==> config.mk <==
export PLATFORM = sky130hd
export DESIGN_NAME = fir_out_quant
export DESIGN_NICKNAME = d
export VERILOG_FILES = /design/src/rtl/fir_pkg.sv /design/src/rtl/fir_out_quant_fifo.sv /design/src/rtl/fir_out_quant.sv
export SDC_FILE = /design/constraint.sdc
export NUM_CORES = 1
export LEC_CHECK = 0
export CAP_MARGIN = 0
export CELL_PAD_IN_SITES_DETAIL_PLACEMENT = 1
export CELL_PAD_IN_SITES_GLOBAL_PLACEMENT = 1
export CORE_ASPECT_RATIO = 1.25
export CORE_MARGIN = 2
export CORE_UTILIZATION = 44
export CTS_CLUSTER_DIAMETER = 80
export DETAILED_ROUTE_END_ITERATION = 12
export PLACE_DENSITY = 0.86
export SETUP_SLACK_MARGIN = 0.4
export SKIP_LAST_GASP = 1
export SLEW_MARGIN = 40
export SYNTH_ARGS = -nofsm -noshare
export SYNTH_HDL_FRONTEND = slang
export SYNTH_SLANG_ARGS = --single-unit
==> constraint.sdc <==
create_clock -name i_clock -period 2 [get_ports i_clock]
set_input_delay 0.4 -clock i_clock [delete_from_list [all_inputs] [get_ports i_clock]]
set_output_delay 0.4 -clock i_clock [all_outputs]
set_load 0.01 [all_outputs]
==> src/rtl/fir_pkg.sv <==
// fir_pkg: shared FIR datapath dimensions.
//   NB_IN      - FIR input sample width
//   NB_COEFFS  - coefficient width
//   N_COEFFS   - number of taps
//   NB_FIR_OUT - full-precision FIR output width (NB_IN + NB_COEFFS + clog2(N_COEFFS))
package fir_pkg;

    localparam int NB_IN      = 8;
    localparam int NB_COEFFS  = 8;
    localparam int N_COEFFS   = 8;
    localparam int NB_FIR_OUT = NB_IN + NB_COEFFS + $clog2(N_COEFFS);

endpackage

==> src/rtl/fir_out_quant_fifo.sv <==
// fir_oq_fifo: first-word-fall-through FIFO for the quantized FIR output.
//   i_clock    - clock, all state on rising edge
//   i_reset    - asynchronous active-high reset (empties the FIFO)
//   i_wr       - write request; dropped when full unless a pop happens the same cycle
//   i_wdata    - write data
//   i_rd       - read request; pops only when not empty
//   o_rdata    - FIFO head, combinational from storage (0 when empty)
//   o_empty    - FIFO empty
//   o_full     - FIFO full
//   o_overflow - single-cycle pulse: a write was dropped
module fir_oq_fifo #(
    parameter int WIDTH = 8,
    parameter int DEPTH = 4
) (
    input  logic             i_clock,
    input  logic             i_reset,
    input  logic             i_wr,
    input  logic [WIDTH-1:0] i_wdata,
    input  logic             i_rd,
    output logic [WIDTH-1:0] o_rdata,
    output logic             o_empty,
    output logic             o_full,
    output logic             o_overflow
);

    localparam int AW    = $clog2(DEPTH);
    localparam int PTR_W = AW + 1;

    logic [WIDTH-1:0] mem [DEPTH];
    logic [PTR_W-1:0] wr_ptr;
    logic [PTR_W-1:0] rd_ptr;
    logic             pop;
    logic             push;

    // Extra MSB on each pointer distinguishes full from empty when indices match.
    always_comb begin
        o_empty    = (wr_ptr == rd_ptr);
        o_full     = (wr_ptr[AW] != rd_ptr[AW]) && (wr_ptr[AW-1:0] == rd_ptr[AW-1:0]);
        pop        = i_rd && !o_empty;
        // A pop in the same cycle frees the slot, so a push into a full FIFO is accepted.
        push       = i_wr && (!o_full || pop);
        o_overflow = i_wr && o_full && !pop;
        o_rdata    = o_empty ? '0 : mem[rd_ptr[AW-1:0]];
    end

    always_ff @(posedge i_clock) begin
        if (push) begin
            mem[wr_ptr[AW-1:0]] <= i_wdata;
        end
    end

    always_ff @(posedge i_clock or posedge i_reset) begin
        if (i_reset) begin
            wr_ptr <= '0;
            rd_ptr <= '0;
        end else begin
            if (push) begin
                wr_ptr <= wr_ptr + PTR_W'(1);
            end
            if (pop) begin
                rd_ptr <= rd_ptr + PTR_W'(1);
            end
        end
    end

endmodule

==> src/rtl/fir_out_quant.sv <==
// fir_out_quant: decimates, rounds (half-up) and quantizes FIR output samples,
// buffering the results in a small FWFT FIFO with valid/ready output.
//   i_clock    - clock, all state on rising edge
//   i_reset    - asynchronous active-high reset
//   i_data     - signed FIR output sample (NB_DATA_IN bits)
//   i_valid    - i_data valid this cycle (no input backpressure)
//   i_decim    - decimation factor (0 treated as 1), latched at period start
//   o_data     - signed quantized sample at FIFO head (NB_OUT bits)
//   o_valid    - FIFO not empty
//   i_ready    - consumer accepts o_data when o_valid && i_ready
//   o_overflow - sticky: a kept sample was dropped on a full FIFO
//   o_sat      - sticky: at least one kept sample was clamped
// Build option: define FIR_OQ_SAT_EN to clamp to the NB_OUT range instead of
// wrapping; without it o_sat stays 0.
module fir_out_quant
    import fir_pkg::*;
#(
    parameter int NB_DATA_IN = NB_FIR_OUT,
    parameter int NB_OUT     = 8,
    parameter int NB_DROP    = 11,
    parameter int FIFO_DEPTH = 4,
    parameter int NB_DECIM   = 4
) (
    input  logic                  i_clock,
    input  logic                  i_reset,
    input  logic [NB_DATA_IN-1:0] i_data,
    input  logic                  i_valid,
    input  logic [NB_DECIM-1:0]   i_decim,
    output logic [NB_OUT-1:0]     o_data,
    output logic                  o_valid,
    input  logic                  i_ready,
    output logic                  o_overflow,
    output logic                  o_sat
);

    localparam int NB_SUM = NB_DATA_IN + 1;
    localparam int NB_RND = NB_SUM - NB_DROP;
    localparam logic [NB_SUM-1:0] HALF = NB_SUM'(1) << (NB_DROP - 1);

    logic [NB_DECIM-1:0] cnt;
    logic [NB_DECIM-1:0] act;
    logic [NB_DECIM-1:0] dec_f;
    logic [NB_SUM-1:0]   sum;
    logic [NB_RND-1:0]   rnd;
    logic [NB_OUT-1:0]   qval;
    logic                qsat;

    logic                pipe_keep;
    logic [NB_OUT-1:0]   pipe_data;
    logic                pipe_sat;

    logic                fifo_empty;
    logic                fifo_full;
    logic                fifo_ovf;
    logic                unused_bits;

    // Sign-extend by one bit before adding the half LSB so the sum cannot overflow;
    // taking the upper bits is the arithmetic right shift by NB_DROP.
    always_comb begin
        dec_f = (i_decim == '0) ? NB_DECIM'(1) : i_decim;
        sum   = {i_data[NB_DATA_IN-1], i_data} + HALF;
        rnd   = sum[NB_SUM-1:NB_DROP];
    end

`ifdef FIR_OQ_SAT_EN
    localparam logic [NB_RND-1:0] MAXV = {{(NB_RND - NB_OUT + 1){1'b0}}, {(NB_OUT - 1){1'b1}}};
    localparam logic [NB_RND-1:0] MINV = ~MAXV;

    always_comb begin
        qval = rnd[NB_OUT-1:0];
        qsat = 1'b0;
        if ($signed(rnd) > $signed(MAXV)) begin
            qval = MAXV[NB_OUT-1:0];
            qsat = 1'b1;
        end else if ($signed(rnd) < $signed(MINV)) begin
            qval = MINV[NB_OUT-1:0];
            qsat = 1'b1;
        end
    end

    assign unused_bits = ^{sum[NB_DROP-1:0]};
`else
    always_comb begin
        qval = rnd[NB_OUT-1:0];
        qsat = 1'b0;
    end

    assign unused_bits = ^{sum[NB_DROP-1:0], rnd[NB_RND-1:NB_OUT]};
`endif

    always_ff @(posedge i_clock or posedge i_reset) begin
        if (i_reset) begin
            cnt        <= '0;
            act        <= NB_DECIM'(1);
            pipe_keep  <= 1'b0;
            pipe_data  <= '0;
            pipe_sat   <= 1'b0;
            o_overflow <= 1'b0;
            o_sat      <= 1'b0;
        end else begin
            pipe_keep <= 1'b0;
            if (i_valid) begin
                if (cnt == '0) begin
                    // Period start: keep this sample and pick up the new factor.
                    act       <= dec_f;
                    cnt       <= (dec_f == NB_DECIM'(1)) ? '0 : NB_DECIM'(1);
                    pipe_keep <= 1'b1;
                    pipe_data <= qval;
                    pipe_sat  <= qsat;
                end else begin
                    cnt <= (cnt == act - NB_DECIM'(1)) ? '0 : cnt + NB_DECIM'(1);
                end
            end
            if (pipe_keep && pipe_sat) begin
                o_sat <= 1'b1;
            end
            if (fifo_ovf) begin
                o_overflow <= 1'b1;
            end
        end
    end

    fir_oq_fifo #(
        .WIDTH (NB_OUT),
        .DEPTH (FIFO_DEPTH)
    ) u_fifo (
        .i_clock    (i_clock),
        .i_reset    (i_reset),
        .i_wr       (pipe_keep),
        .i_wdata    (pipe_data),
        .i_rd       (i_ready),
        .o_rdata    (o_data),
        .o_empty    (fifo_empty),
        .o_full     (fifo_full),
        .o_overflow (fifo_ovf)
    );

    assign o_valid = !fifo_empty;

    logic unused_full;
    assign unused_full = fifo_full;

endmodule

==> flow_summary.ini, run 1 <==
[die]
core_sq_um = 5780
start_util = 0.456
die_w_um = 73.3
dieHeight_um = 90.6
io_pins = 38
die_area_sq_um = 6630
fp-row-count = 31

[layout]
nets = 290
fillCellCount = 518
syn2layout_area_growth_pct = 38.0
final_area_sq_um = 3640
diodes = 0
drive_gt1_frac = 0.447

[drt]
drcViolationCount = 0
wl_per_cell_um = 22.5
via_per_inst = 5.46
ant_nets = 0
drtPass1Iterations = 4
via_count = 1754
drt_iter0_markers = 86
wl_um = 7210

[logic_synthesis]
yosysSeqAreaShare = 0.593
synth_cell_types = 36
synthCells = 188
synth-seq-cells = 56
syn_avg_cell_area_sq_um = 14.0
ys_warn_count = 0
syn_area_sq_um = 2640
synth.net_count = 224

[sta]
fin_skew_ps = 12.0
fmaxAchievable_mhz = 483
setup_viol = 12
setup_ws_ps = -70.3
fin_tns_setup_ps = -473
finalCriticalPeriod_ps = 2070
finalCritPeriodShare = 1.04
hold_violations = 0
drv_slew = 0
holdWs_ps = 314
rsz0062_at_grt = yes

[clock_network]
clkTransAtPathRegs_ps = 110
ctsHoldBuffers = 0
clkLatencyLatePin_ps = 320
h-tree-depth = 2
cts_max_path_buffers = 2
cts_root_buf = clkbuf_8
numCtsBuffers = 5
cts_tree = built
cts_sinks = 56

[setup_path]
regToRegEndpoint = u_fifo.mem[0][1]$_DFFE_PP_
end_kind = output pin
worst_ep_required_time_ps = 1600
crit_fanout = 8
start_kind = register
r2r_start = u_fifo.rd_ptr[0]$_DFFE_PP0P_
r2r_slack_ps = -10
cp.arrival_ps = 1670
r2r_cells = 9
critPathKind = register to output pin

[power_and_ir_drop]
p_leak_nw = 1.45
vdd_drop_max_v = 0.000982
pwr_density_cell_nw_per_um2 = 1630

[run]
cap_violations = 0

[placement]
port_buffers = 26
dp_hpwl_um = 3840
gp_congestion = 0.778
post_dp_cell_area_sq_um = 3100

[outcome]
status = complete, but fails checks
failed_checks = negative setup slack

[global_routing]
grt_overflow = 0
antenna_found_initial = 0
grt_pass1_vias = 1798
grt_max_degree = 19
grt_pass1_wl_um = 10200
grtUsageTotal = 0.213

[hold_path]
hold_path.class = primary input to async pin
layer usage:
layer  share of wire  global-route usage  vias up
met5               0                   0        -
met4           0.033              0.0787        0
met3           0.028              0.0413       19
met2            0.54               0.351       49
met1            0.40               0.273      902
li1                -                   -      784
worst max path at each step:
stage | startpoint | to | slack, ps | depth (start not counted)
5_1_grt | u_fifo.rd_ptr[0]$_DFFE_PP0P_ | o_data[0] | -120 | 4
6_report | u_fifo.rd_ptr[0]$_DFFE_PP0P_ | o_data[0] | -70 | 4
3_5_place_dp | u_fifo.rd_ptr[0]$_DFFE_PP0P_ | o_data[5] | -140 | 4
3_3_place_gp | u_fifo.rd_ptr[0]$_DFFE_PP0P_ | o_data[5] | -110 | 4
2_1_floorplan | u_fifo.rd_ptr[0]$_DFFE_PP0P_ | u_fifo.mem[0][0]$_DFFE_PP_ | 290 | 4
4_1_cts | u_fifo.rd_ptr[0]$_DFFE_PP0P_ | o_data[5] | -90 | 4
layout by cell type, fill, tap and decap left out, types with 4 or more instances in the layout:
| cell | n |
|---|---|
| clkdlybuf4s50_1 | 16 |
| a21oi_1 | 5 |
| inv_1 | 11 |
| buf_4 | 18 |
| nand3_1 | 4 |
| xor2_1 | 7 |
| xnor2_1 | 8 |
| ha_1 | 6 |
| clkbuf_8 | 5 |
| edfxtp_1 | 32 |
| and2_4 | 9 |
| nand2_1 | 4 |
| mux2_4 | 5 |
| dfrtp_1 | 22 |
| nor2_2 | 6 |
| mux4_2 | 8 |
| nor2_1 | 7 |
| buf_6 | 23 |
| nor2_4 | 4 |
area by class of cell:
cell class / instances / area (sq um) / share of cell area
clock inverters: 2 / 13.8 / 0.00378
repair buffers: 67 / 728 / 0.200
well taps: 66 / 82.6 / 0.0227
multi-input cells: 110 / 1130 / 0.309
flip-flops and latches: 56 / 1560 / 0.430
clock buffers: 6 / 72.6 / 0.0199
inverters: 14 / 52.6 / 0.0144
logic make-up after synthesis:
family | Yosys count | share of synthesized area
xor+xnor | 21 | 0.0778
flops | 56 | 0.593
other cells | 1 | 0.00142
buf+inv | 22 | 0.0427
compound gates | 16 | 0.0408
fa+ha+maj | 9 | 0.0427
mux | 13 | 0.104
simple gates | 50 | 0.0982
timing repair:
action / in CTS / in global routing
buffers inserted: 11 / 7
setup endpoints to repair: 59 / 58
cloned: 4 / 0
resized for setup: 84 / 35
pin swaps: 14 / 11
flip-flops by register name (all words and copies together) (netlist names):
register       count
u_fifo.rd_ptr      3
cnt                4
o_overflow         1
pipe_keep          1
act                4
u_fifo.wr_ptr      3
pipe_data          8
u_fifo.mem        32
worst max-delay path: stages, from the launching register on:
cell and delay (ps):
dfrtp_1 430, buf_12 160, mux4_2 510, and2_4 150, buf_6 110
report_power, final:
| part | internal, mW | total, mW | switching, mW |
|---|---|---|---|
| registers | 1.62 | 1.98 | 0.360 |
| clock network | 0.251 | 0.639 | 0.387 |
| logic | 1.92 | 3.32 | 1.41 |
stage by stage:
| step | power [mW] | util | std cells | setup WS (ps) |
|---|---|---|---|---|
| detailed placement | 4.23 | 0.537 | 291 | -144 |
| global route | 6.24 | 0.630 | 321 | -116 |
| global placement | 4.06 | 0.537 | 291 | -111 |
| CTS | 5.39 | 0.596 | 314 | -88.2 |
| finish | 5.95 | 0.630 | 321 | -70.3 |
| floorplan | 3.29 | - | 188 | 287 |
synth_stat cells, drive strengths merged:
master / count / area share
xnor2: 12 / 0.043
ha: 9 / 0.043
xor2: 8 / 0.027
a21oi: 8 / 0.015
mux2: 5 / 0.024
nand4: 2 / 0.0047
xnor3: 1 / 0.0085
buf: 7 / 0.021
clkbuf: 1 / 0.0014
nor2b: 3 / 0.0071
dfrtp: 23 / 0.22
dfstp: 1 / 0.010
conb: 1 / 0.0014
a31oi: 1 / 0.0024
and2: 9 / 0.021
and3: 2 / 0.0047
o22ai: 1 / 0.0024
o31ai: 1 / 0.0028
o21ai: 3 / 0.0057
nand2: 6 / 0.0085
a41o: 2 / 0.012
or2b: 1 / 0.0028
inv: 14 / 0.020
mux4: 8 / 0.080
nor3: 4 / 0.0076
nor2: 17 / 0.027
nor3b: 1 / 0.0047
nand3: 5 / 0.0095
edfxtp: 32 / 0.36
Power figures use the tool's default switching activity.
==> inputs of run 2 (changes only) <==
- PLACE_DENSITY: 0.86 -> 0.8
- REMOVE_ABC_BUFFERS: unset -> 1
==> flow_summary.ini, run 2 (synthesis results as in run 1) <==
[global_routing]
grtUsageTotal = 0.195
grt_pass1_vias = 1835
grt_overflow = 0
grt_max_degree = 18
grt_pass1_wl_um = 9470
antenna_found_initial = 0

[power_and_ir_drop]
seqPwrFrac = 0.333
clkPwrFrac = 0.107
finalPower_mw = 5.73
p_int_mw = 3.72
comb_power_share = 0.560
p_sw_frac = 0.352
p_leak_nw = 1.42
vdd_drop_max_v = 0.000780
pwr_density_cell_nw_per_um2 = 1600
switchingPower_mw = 2.02

[die]
start_util = 0.456
die_w_um = 73.3
die_area_sq_um = 6630
fp-row-count = 31
core_sq_um = 5780
io_pins = 38
dieHeight_um = 90.6

[placement]
dp_hpwl_um = 3800
port_buffers = 26
post_dp_cell_area_sq_um = 3070
gp_congestion = 0.759

[setup_path]
r2r_slack_ps = 120
critPathKind = register to output pin
r2r_cells = 8
regToRegEndpoint = u_fifo.mem[3][6]$_DFFE_PP_
crit_end = o_data[0]
worst_ep_required_time_ps = 1600
start_kind = register
cp.arrival_ps = 1750
crit_start = u_fifo.rd_ptr[0]$_DFFE_PP0P_
r2r_start = u_fifo.rd_ptr[0]$_DFFE_PP0P_
end_kind = output pin
crit_fanout = 4

[hold_path]
hold_path.class = primary input to async pin

[layout]
syn2layout_area_growth_pct = 35.4
fillCellCount = 559
final_common_cell = edfxtp_1
most-common-layout-cells = 32 x edfxtp_1, 21 x dfrtp_1, 19 x buf_4
drive_gt1_frac = 0.403
final_area_sq_um = 3570
nets = 288
largest_reg_flops = 32
diodes = 0

[run]
cap_violations = 0

[drt]
drtPass1Iterations = 4
via_count = 1682
ant_nets = 0
wl_per_cell_um = 19.2
drcViolationCount = 0
wl_um = 6120
drt_iter0_markers = 44
via_per_inst = 5.27

[sta]
finalCriticalPeriod_ps = 2150
finalCritPeriodShare = 1.08
setup_viol = 8
rsz0062_at_grt = yes
fmaxAchievable_mhz = 465
setup_ws_ps = -150
hold_violations = 0
drv_slew = 0
fin_skew_ps = 7.46

[clock_network]
cts_max_path_buffers = 2
cts_tree = built
clkLatencyLatePin_ps = 310
cts_root_buf = clkbuf_8
h-tree-depth = 2
numCtsBuffers = 5
clkTransAtPathRegs_ps = 90
cts_sinks = 56

[outcome]
failed_checks = negative setup slack
status = complete, but fails checks
[run 2: cell count changes in the layout (fill, tap and decap cells not counted), moves of 2 or more]
cell,previous run,this run
a21oi_1,5,8
a21oi_2,3,0
buf_2,1,3
buf_6,23,18
nor2_1,7,13
nor2_2,6,0
[run 2: worst max-delay path: stages (launching register included)]
cell and delay [ps]:
dfrtp_2 410, buf_6 130, buf_16 110, mux4_2 520, and2_4 150, buf_2 130
[run 2: layout make-up]
class                      count  area, sq um  area share
inverter                      14         52.6      0.0147
timing repair buffer          65          687       0.192
tap                           66         82.6      0.0231
clock buffer                   6         72.6      0.0203
sequential                    56         1570       0.438
multi-input combinational    110         1100       0.307
clock inverter                 2         16.3     0.00455
[run 2: repair_timing]
item | in CTS | in global routing
hold buffers | 0 | 0
endpoints found under the hold margin | 0 | 0
resized for setup | 80 | 35
pin swaps | 15 | 11
setup buffers | 14 | 4
cloned | 2 | 1
setup endpoints to repair | 58 | 61
[run 2: worst min-delay path by stage]
| stage | endpoint | slack, ps | depth (start not counted) |
|---|---|---|---|
| after floorplan | act[1]$_DFFE_PP0P_ | 410 | 1 |
| after global placement | o_overflow$_DFFE_PP0P_ | 460 | 1 |
| after detailed placement | o_overflow$_DFFE_PP0P_ | 460 | 1 |
| after CTS | u_fifo.wr_ptr[0]$_DFFE_PP0P_ | 360 | 3 |
| after global routing | u_fifo.wr_ptr[0]$_DFFE_PP0P_ | 390 | 3 |
| final | u_fifo.wr_ptr[0]$_DFFE_PP0P_ | 380 | 3 |
[run 2: layer usage]
metal | vias to the layer above | part of all wire | global-route usage
li1 | 777 | - | -
met1 | 846 | 0.39 | 0.228
met2 | 47 | 0.56 | 0.334
met3 | 12 | 0.031 | 0.0391
met4 | 0 | 0.026 | 0.0941
met5 | - | 0 | 0
[run 2: per-stage QoR]
step	util	hold WS (ps)	setup TNS, ps	std cells	setup WS, ps
after CTS	0.583	362	-654	314	-130
after global placement	0.531	460	-636	290	-112
after global routing	0.618	386	-1180	319	-218
final	0.618	381	-614	319	-150
after floorplan	-	414	-0.716	180	-0.435
after detailed placement	0.531	459	-887	290	-151
[run 2: power by group through the flow]
stage / logic, mW / clock network [mW] / registers (mW)
floorplan: 1.16 / 0 / 1.91
global placement: 2.03 / 0 / 1.88
detailed placement: 2.13 / 0 / 1.93
CTS: 2.62 / 0.630 / 1.90
global route: 3.48 / 0.667 / 1.95
finish: 3.21 / 0.614 / 1.91
==> inputs of run 3 (changes only) <==
- PLACE_DENSITY: 0.8 -> 0.81
==> flow_summary.ini, run 3 (synthesis results as in run 1) <==
[outcome]
status = complete, but fails checks
failed_checks = negative setup slack

[layout]
nets = 295
final_common_cell = edfxtp_1
most-common-layout-cells = 32 x edfxtp_1, 26 x buf_4, 22 x dfrtp_1
largest_reg_flops = 32
post-route-util = 0.627
diodes = 0
syn2layout_area_growth_pct = 37.5
final_area_sq_um = 3630
drive_gt1_frac = 0.404

[setup_path]
path_common_cell = buf_6
cpMaxStageDelayCell = dfrtp_2
worst_ep_required_time_ps = 1600
regToRegEndpoint = u_fifo.mem[3][1]$_DFFE_PP_
r2r_cells = 9
r2r_slack_ps = -40
end_kind = output pin
cp.arrival_ps = 1780
critPathKind = register to output pin
start_kind = register
crit_path_cell_trace = buf_6, buf_16, xnor2_4, nand3_2, buf_6, buf_6, and2_4, buf_6
crit_fanout = 6
cpPeakStageDelay_ps = 450
r2r_start = u_fifo.rd_ptr[0]$_DFFE_PP0P_
crit_end = o_data[4]
crit_start = u_fifo.rd_ptr[0]$_DFFE_PP0P_

[placement]
post_dp_cell_area_sq_um = 3060
dp_hpwl_um = 3820
gp_congestion = 0.767
port_buffers = 26

[die]
fp-row-count = 31
io_pins = 38
core_sq_um = 5780
start_util = 0.456
die_w_um = 73.3
dieHeight_um = 90.6
die_area_sq_um = 6630

[drt]
drcViolationCount = 0
via_per_inst = 5.21
via_count = 1698
ant_nets = 0
drt_iter0_markers = 70
wl_per_cell_um = 19.0
wl_um = 6200
drtPass1Iterations = 4

[global_routing]
grt_overflow = 0
grt_pass1_vias = 1855
grt_pass1_wl_um = 9540
antenna_found_initial = 0
grt_max_degree = 25
grtUsageTotal = 0.199

[hold_path]
hold_path.class = primary input to async pin

[power_and_ir_drop]
vdd_drop_max_v = 0.000700
p_leak_nw = 1.46
pwr_density_cell_nw_per_um2 = 1610

[sta]
finalCriticalPeriod_ps = 2180
setup_ws_ps = -176
setup_viol = 33
fmaxAchievable_mhz = 459
rsz0062_at_grt = yes
finalCritPeriodShare = 1.09
holdWs_ps = 437
fin_skew_ps = 9.65
drv_slew = 0
hold_violations = 0

[clock_network]
cts_root_buf = clkbuf_8
clkTransAtPathRegs_ps = 100
cts_max_path_buffers = 2
ctsHoldBuffers = 0
numCtsBuffers = 5
h-tree-depth = 2
cts_sinks = 56
clkLatencyLatePin_ps = 310
cts_tree = built

[run]
cap_violations = 0
## run 3: layer usage
layer,wire [um],global-route usage
met4,129,0.0664
met1,2300,0.224
met5,0,0
met2,3570,0.364
met3,193,0.0391
## run 3: critical path: cells and delay by family, from the launching register on
family	cells	cell delay [ps]
xor+xnor	1	150
flops	1	450
buf+inv	5	630
simple gates	2	230
## run 3: worst min-delay path by stage
stage	end	depth (start not counted)
final	u_fifo.wr_ptr[2]$_DFFE_PP0P_	3
after global routing	cnt[1]$_DFFE_PP0P_	3
after CTS	u_fifo.wr_ptr[2]$_DFFE_PP0P_	3
after detailed placement	o_overflow$_DFFE_PP0P_	1
after global placement	o_overflow$_DFFE_PP0P_	1
after floorplan	act[1]$_DFFE_PP0P_	1
## run 3: timing repair
item                                    in CTS  in global routing
setup buffers                               22                  5
gates resized for setup                     85                 24
cloned                                       1                  1
endpoints found under the setup margin      59                 61
pin swaps                                   14                  6
## run 3: area by class of cell
cell class                      count  area [sq um]
Inverter                           14          52.6
Multi-Input combinational cell    110          1100
Fill cell                         563          2150
Clock buffer                        6          72.6
Tap cell                           66          82.6
Timing Repair Buffer               72           736
Clock inverter                      2          16.3
Sequential cell                    56          1560
## run 3: stage by stage
step	setup slack [ps]	power [mW]	TNS [ps]	std cells
after CTS	-163	5.35	-1340	320
after detailed placement	-165	4.07	-871	289
after global placement	-112	3.91	-627	289
final	-176	5.83	-1920	326
after floorplan	-0.435	3.07	-0.716	180
after global routing	-239	6.20	-3900	326
## run 3: power by group
part | switching [mW] | total (mW) | internal [mW]
clock | 0.358 | 0.607 | 0.250
sequential | 0.299 | 1.92 | 1.62
combinational | 1.39 | 3.30 | 1.91
total | 2.05 | 5.83 | 3.79
